$ cat config.mk
export PLATFORM = sky130hd
export DESIGN_NAME = spi_ram_ctrl
export DESIGN_NICKNAME = d
export VERILOG_FILES = /design/src/rtl/spi_ram_ctrl.sv
export SDC_FILE = /design/constraint.sdc
export NUM_CORES = 2
export LEC_CHECK = 0
export CORE_UTILIZATION = 38
export DETAILED_ROUTE_END_ITERATION = 16
export PLACE_DENSITY = 0.6
export REMOVE_ABC_BUFFERS = 1
export SLEW_MARGIN = 20
export SYNTH_ARGS = -nofsm -noshare
export SYNTH_HDL_FRONTEND = slang
export SYNTH_SLANG_ARGS = --single-unit
$ cat constraint.sdc
create_clock -name clk -period 3.5 [get_ports clk]
set_input_delay 0.7 -clock clk [delete_from_list [all_inputs] [get_ports clk]]
set_output_delay 0.7 -clock clk [all_outputs]
set_load 0.05 [all_outputs]
$ cat src/rtl/spi_ram_ctrl.sv
// Command-decoding single-port RAM behind the SPI slave: address latch, write, read-back.
// Optional RAM_AUTO_INC_EN: post-increment wr/rd address after each successful data command.
module spi_ram_ctrl #(
   parameter int MEM_DEPTH = 256,
   parameter int ADDR_SIZE = 8
) (
   input  logic       clk,
   input  logic       rst,
   input  logic [9:0] din,
   input  logic       rx_valid,
   output logic [7:0] dout,
   output logic       tx_valid,
   output logic       wr_err,
   output logic       rd_err
);

   typedef enum logic {IDLE, EXEC} state_t;

   state_t               state_q, state_d;
   logic [7:0]           mem [MEM_DEPTH];
   logic [ADDR_SIZE-1:0] wr_addr_q, wr_addr_d;
   logic [ADDR_SIZE-1:0] rd_addr_q, rd_addr_d;
   logic                 wr_addr_ok_q, wr_addr_ok_d;
   logic                 rd_addr_ok_q, rd_addr_ok_d;
   logic                 rx_valid_dly_q, rx_valid_dly_d;
   logic [7:0]           dout_q, dout_d;
   logic                 tx_valid_q, tx_valid_d;
   logic                 wr_err_q, wr_err_d;
   logic                 rd_err_q, rd_err_d;
   logic                 accept;
   logic                 exec;
   logic                 mem_we;

   always_comb begin
      state_d        = IDLE;
      wr_addr_d      = wr_addr_q;
      rd_addr_d      = rd_addr_q;
      wr_addr_ok_d   = wr_addr_ok_q;
      rd_addr_ok_d   = rd_addr_ok_q;
      rx_valid_dly_d = rx_valid;
      dout_d         = dout_q;
      tx_valid_d     = tx_valid_q;
      wr_err_d       = 1'b0;
      rd_err_d       = 1'b0;
      mem_we         = 1'b0;
      // Only a rising edge of the level-valid starts a command.
      accept         = rx_valid & ~rx_valid_dly_q;
      exec           = accept && (state_q == IDLE);

      if (exec) begin
         state_d    = EXEC;
         tx_valid_d = 1'b0;
         case (din[9:8])
            2'b00: begin
               wr_addr_d    = din[ADDR_SIZE-1:0];
               wr_addr_ok_d = 1'b1;
            end
            2'b01: begin
               if (wr_addr_ok_q) begin
                  mem_we = 1'b1;
`ifdef RAM_AUTO_INC_EN
                  wr_addr_d = wr_addr_q + ADDR_SIZE'(1);
`else
                  wr_addr_d = wr_addr_q;
`endif
               end else begin
                  wr_err_d = 1'b1;
               end
            end
            2'b10: begin
               rd_addr_d    = din[ADDR_SIZE-1:0];
               rd_addr_ok_d = 1'b1;
            end
            default: begin
               if (rd_addr_ok_q) begin
                  dout_d     = mem[rd_addr_q];
                  tx_valid_d = 1'b1;
`ifdef RAM_AUTO_INC_EN
                  rd_addr_d = rd_addr_q + ADDR_SIZE'(1);
`else
                  rd_addr_d = rd_addr_q;
`endif
               end else begin
                  rd_err_d   = 1'b1;
                  tx_valid_d = tx_valid_q;
               end
            end
         endcase
      end
   end

   always_ff @(posedge clk) begin
      if (rst) begin
         state_q        <= IDLE;
         wr_addr_q      <= '0;
         rd_addr_q      <= '0;
         wr_addr_ok_q   <= 1'b0;
         rd_addr_ok_q   <= 1'b0;
         rx_valid_dly_q <= 1'b0;
         dout_q         <= 8'h00;
         tx_valid_q     <= 1'b0;
         wr_err_q       <= 1'b0;
         rd_err_q       <= 1'b0;
      end else begin
         state_q        <= state_d;
         wr_addr_q      <= wr_addr_d;
         rd_addr_q      <= rd_addr_d;
         wr_addr_ok_q   <= wr_addr_ok_d;
         rd_addr_ok_q   <= rd_addr_ok_d;
         rx_valid_dly_q <= rx_valid_dly_d;
         dout_q         <= dout_d;
         tx_valid_q     <= tx_valid_d;
         wr_err_q       <= wr_err_d;
         rd_err_q       <= rd_err_d;
      end
   end

   // Storage is deliberately not reset; reset only blocks a coincident write.
   always_ff @(posedge clk) begin
      if (mem_we && !rst) begin
         mem[wr_addr_q] <= din[7:0];
      end
   end

   assign dout     = dout_q;
   assign tx_valid = tx_valid_q;
   assign wr_err   = wr_err_q;
   assign rd_err   = rd_err_q;

endmodule

==> summary.txt <==
Critical path
  • Buf/Inv on CP: 3
  • Critical path capture point type: register
  • Reg2Reg Setup Slack: 0.02 ns
  • Crit-path leading delay family: compound AO/OA/AOI/OAI gates
  • Critical R2R Capture: dout[1]
  • Critical path type: register to register
  • Critical path required time: 4.30 ns
  • Worst setup SP type: register
  • CP max-delay cell: dfxtp_4
  • Crit-path max FO: 25
  • Crit path cell chain: buf_12, buf_4, mux4_2, and2_1, a211oi_1, buf_4, a311oi_1, nand3_1, a211oi_2, a211o_1
  • Data arrival, critical path: 4.28 ns
  • CP dominant cell by count: buf_4
  • Slowest stage delay, CP: 0.75 ns
  • Worst reg-to-reg path cell count: 10
  • Reg-to-reg critical path startpoint: rd_addr_q[1]

Route
  • Number of antenna-violating nets in the routed design: 0
  • Avg WL per Cell: 29.58 um
  • Via Count: 43168
  • Drt drc: 0
  • Drt pass-1 iters: 6
  • Post-DR vias/cell: 5.667
  • DRT iter0 DRCs: 5391
  • Total Wirelength: 225300 um

GRT
  • Number of global-route vias before repair: 42872
  • Met2 usage: 32.85%
  • Global Route met3 Usage: 4.208%
  • GRT Util Overall: 20.75%
  • Initial antenna violation count: 13
  • GR Util met1: 28.48%
  • Busiest grt layer: met2
  • Total gr overflow: 0
  • Largest net degree at the start of global routing: 125
  • First-pass GRT wire length: 320100 um

STA
  • Setup_tns: 0 ns
  • Min cycle time layout: 3.482 ns
  • F_max: 0.2872 GHz
  • Pins over their slew limit: 0
  • Final cycle utilization of the critical path: 99.48%
  • Finish-stage setup viols: 0
  • Min Hold Slack: 0.1917 ns
  • Worst slew margin: 19.72%
  • Worst-margin pin slew: 1.201 ns
  • Clock Skews: 0.03914 ns
  • Final hold violation count: 0

Die
  • Initial core utilization: 38.28%
  • DIE AREA: 215700 um^2
  • Die width: 464.4 um
  • Total core area: 212300 um^2
  • I/O pins: 24
  • FP Rows: 169
  • Die height: 464.4 um

Clock tree
  • Clk root buf: clkbuf_16
  • Clk buf depth: 3
  • H-Tree Depth: 4
  • Clock transition at path regs: 0.06 ns
  • CTS Hold Bufs: 0
  • TritonCTS clock tree: yes
  • Worst-Skew Late Latency: 0.85 ns
  • Num Clock Sinks: 2079
  • CTS Buf Count: 208

Synth
  • Synthesis warning total: 0
  • Post-synth ARST share: 0%
  • Post-synthesis sequential area ratio: 76.45%
  • Post-Synthesis Mean Instance Area: 20.41 um^2
  • EDFF count, synth: 2048
  • Synth Register Bits: 2079
  • Most used DFF post-synth: edfxtp_1
  • Unique masters post-synth: 80
  • Synthesized area: 81260 um^2
  • Synth Instances: 3981

Final layout
  • Layout cells sized above 1: 28.23%
  • Area Growth Syn to Fin: 17.56%
  • Commonest non-fill, non-tap cell in the layout: edfxtp_1
  • Most frequent cells in the layout: edfxtp_1, buf_4, mux4_2
  • Fin nets: 4631
  • ANT cells: 0

Placed design
  • GPL Wtd Cong: 0.8743
  • Post-DP HPWL: 148600 um
  • Port buffer count: 23

Pwr
  • Power per cell area: 529.7 nW/um^2
  • Leak: 29.77 nW
  • VDD IR-drop max: 0.6364 mV

Hold path
  • Hold Path Origin: din[0]
  • HP Class: primary input to register
  • Hold path depth: 1
  • Min-Delay Endpoint: mem[40][0]

Run status
  • Outcome: finished, final reports clean

Job
  • Max-cap viol count: 0
==> sequential cells by signal, indices dropped and copies added (netlist names) <==
name / count
wr_err: 1
rd_err: 1
wr_addr_ok_q: 1
mem: 2048
tx_valid: 1
state_q: 1
rx_valid_dly_q: 1
wr_addr_q: 8
rd_addr_ok_q: 1
dout: 8
rd_addr_q: 8
==> cell type report <==
| cell class | count | area, um^2 |
|---|---|---|
| Fill cell | 18041 | 116800 |
| Tap cell | 2821 | 3530 |
| Timing Repair Buffer | 660 | 5806 |
| Multi-Input combinational cell | 1659 | 17380 |
| Sequential cell | 2079 | 62130 |
| Inverter | 6 | 27.53 |
| Clock inverter | 143 | 1251 |
| Clock buffer | 250 | 5405 |
==> synth_stat cells, types with 4 or more instances <==
master     number  area (um^2)
a211oi_1       38        285.3
mux4_2        367         8265
ha_1            4        50.05
nand4_1         8        50.05
nor4_1         12        75.07
mux2_1          4        45.04
edfxtp_1     2048        61500
a21oi_1        64        320.3
o2111ai_1       4        35.03
o21ai_0        38        190.2
nand3_1        31        155.2
buf_2          49        245.2
dfxtp_1        31        620.6
nor3_1         29        145.1
and2_1         21        131.4
nand2_1       107        401.6
o22ai_1        93        581.8
buf_6          27        304.0
mux4_1         26        683.2
clkbuf_1       79        296.5
buf_4          28        210.2
a221oi_1        7        61.31
a22o_1          8        70.07
a31oi_1         6        37.54
buf_12         23        460.4
a211o_1         4        35.03
buf_1          10        37.54
mux2i_1       265         2653
nor2_1        290         1089
o221ai_1       53        464.2
o21ai_1         9        45.04
a2111oi_0      13        113.9
o211ai_1        5        37.54
buf_8          11        165.2
a22oi_1        52        390.4
nor2b_1        14        87.58
mux2_2         18        202.7
clkbuf_4        6        45.04
inv_1           6        22.52
o22a_1          4        35.03
==> where the power goes <==
group          switching [mW]  total (mW)  internal (mW)  leakage, nW
clock                    9.49        21.7           12.2         3.25
sequential             0.0293        27.4           27.3         18.7
combinational            1.04        1.54          0.498         7.87
==> timing repair <==
action,4_1_cts,5_1_grt
setup buffers,1,1
pin swaps,0,1
resized for setup,5,4
endpoints found under the setup margin,5,3
==> routing by layer <==
| layer | part of all wire (%) | wire length, um |
|---|---|---|
| met3 | 8.9 | 20050 |
| met4 | 3.7 | 8306 |
| met5 | 0.031 | 70 |
| met2 | 47 | 106500 |
| met1 | 40 | 90380 |
==> cell families after synthesis <==
| kind of cell | Yosys count | synth area share (%) |
|---|---|---|
| adders and majority gates | 4 | 0.06159 |
| DFF | 2079 | 76.45 |
| and+or+nand+nor | 548 | 2.976 |
| buffers and inverters | 243 | 2.260 |
| AOI/OAI and AO/OA | 427 | 3.674 |
| muxes | 680 | 14.58 |
==> stage by stage <==
| stage | instance area [um^2] | total power, mW | util, % | instances | setup WS, ns |
|---|---|---|---|---|---|
| 2_1_floorplan | 79440 | 28.95 | - | 3744 | -21.83 |
| 3_3_place_gp | 88800 | 29.40 | 41.83 | 7223 | -0.5705 |
| 3_5_place_dp | 88800 | 29.43 | 41.83 | 7223 | -0.5890 |
| 4_1_cts | 95500 | 50.92 | 44.99 | 7617 | 0.003842 |
| 5_1_grt | 95530 | 51.89 | 45.00 | 7618 | -0.01990 |
| 6_report | 95530 | 50.60 | 45.00 | 7618 | 0.01823 |
==> worst max-delay path by stage <==
stage	startpoint	endpoint	slack (ns)	cells after the start
floorplan	rd_addr_q[0]	dout[5]	-21.83	7
global placement	rd_addr_q[1]	dout[3]	-0.57	10
detailed placement	rd_addr_q[1]	dout[3]	-0.59	10
CTS	rd_addr_q[0]	dout[6]	0.004	10
global route	rd_addr_q[0]	dout[5]	-0.02	12
finish	rd_addr_q[1]	dout[1]	0.02	10
==> worst register-to-register path, stage by stage (launching register included) <==
cell and delay [ns]:
dfxtp_4 0.75, buf_12 0.29, buf_4 0.42, mux4_2 0.27
and2_1 0.14, a211oi_1 0.06, buf_4 0.14, a311oi_1 0.54
nand3_1 0.18, a211oi_2 0.49, a211o_1 0.17
Note: power is estimated with default switching activity, not from simulation.
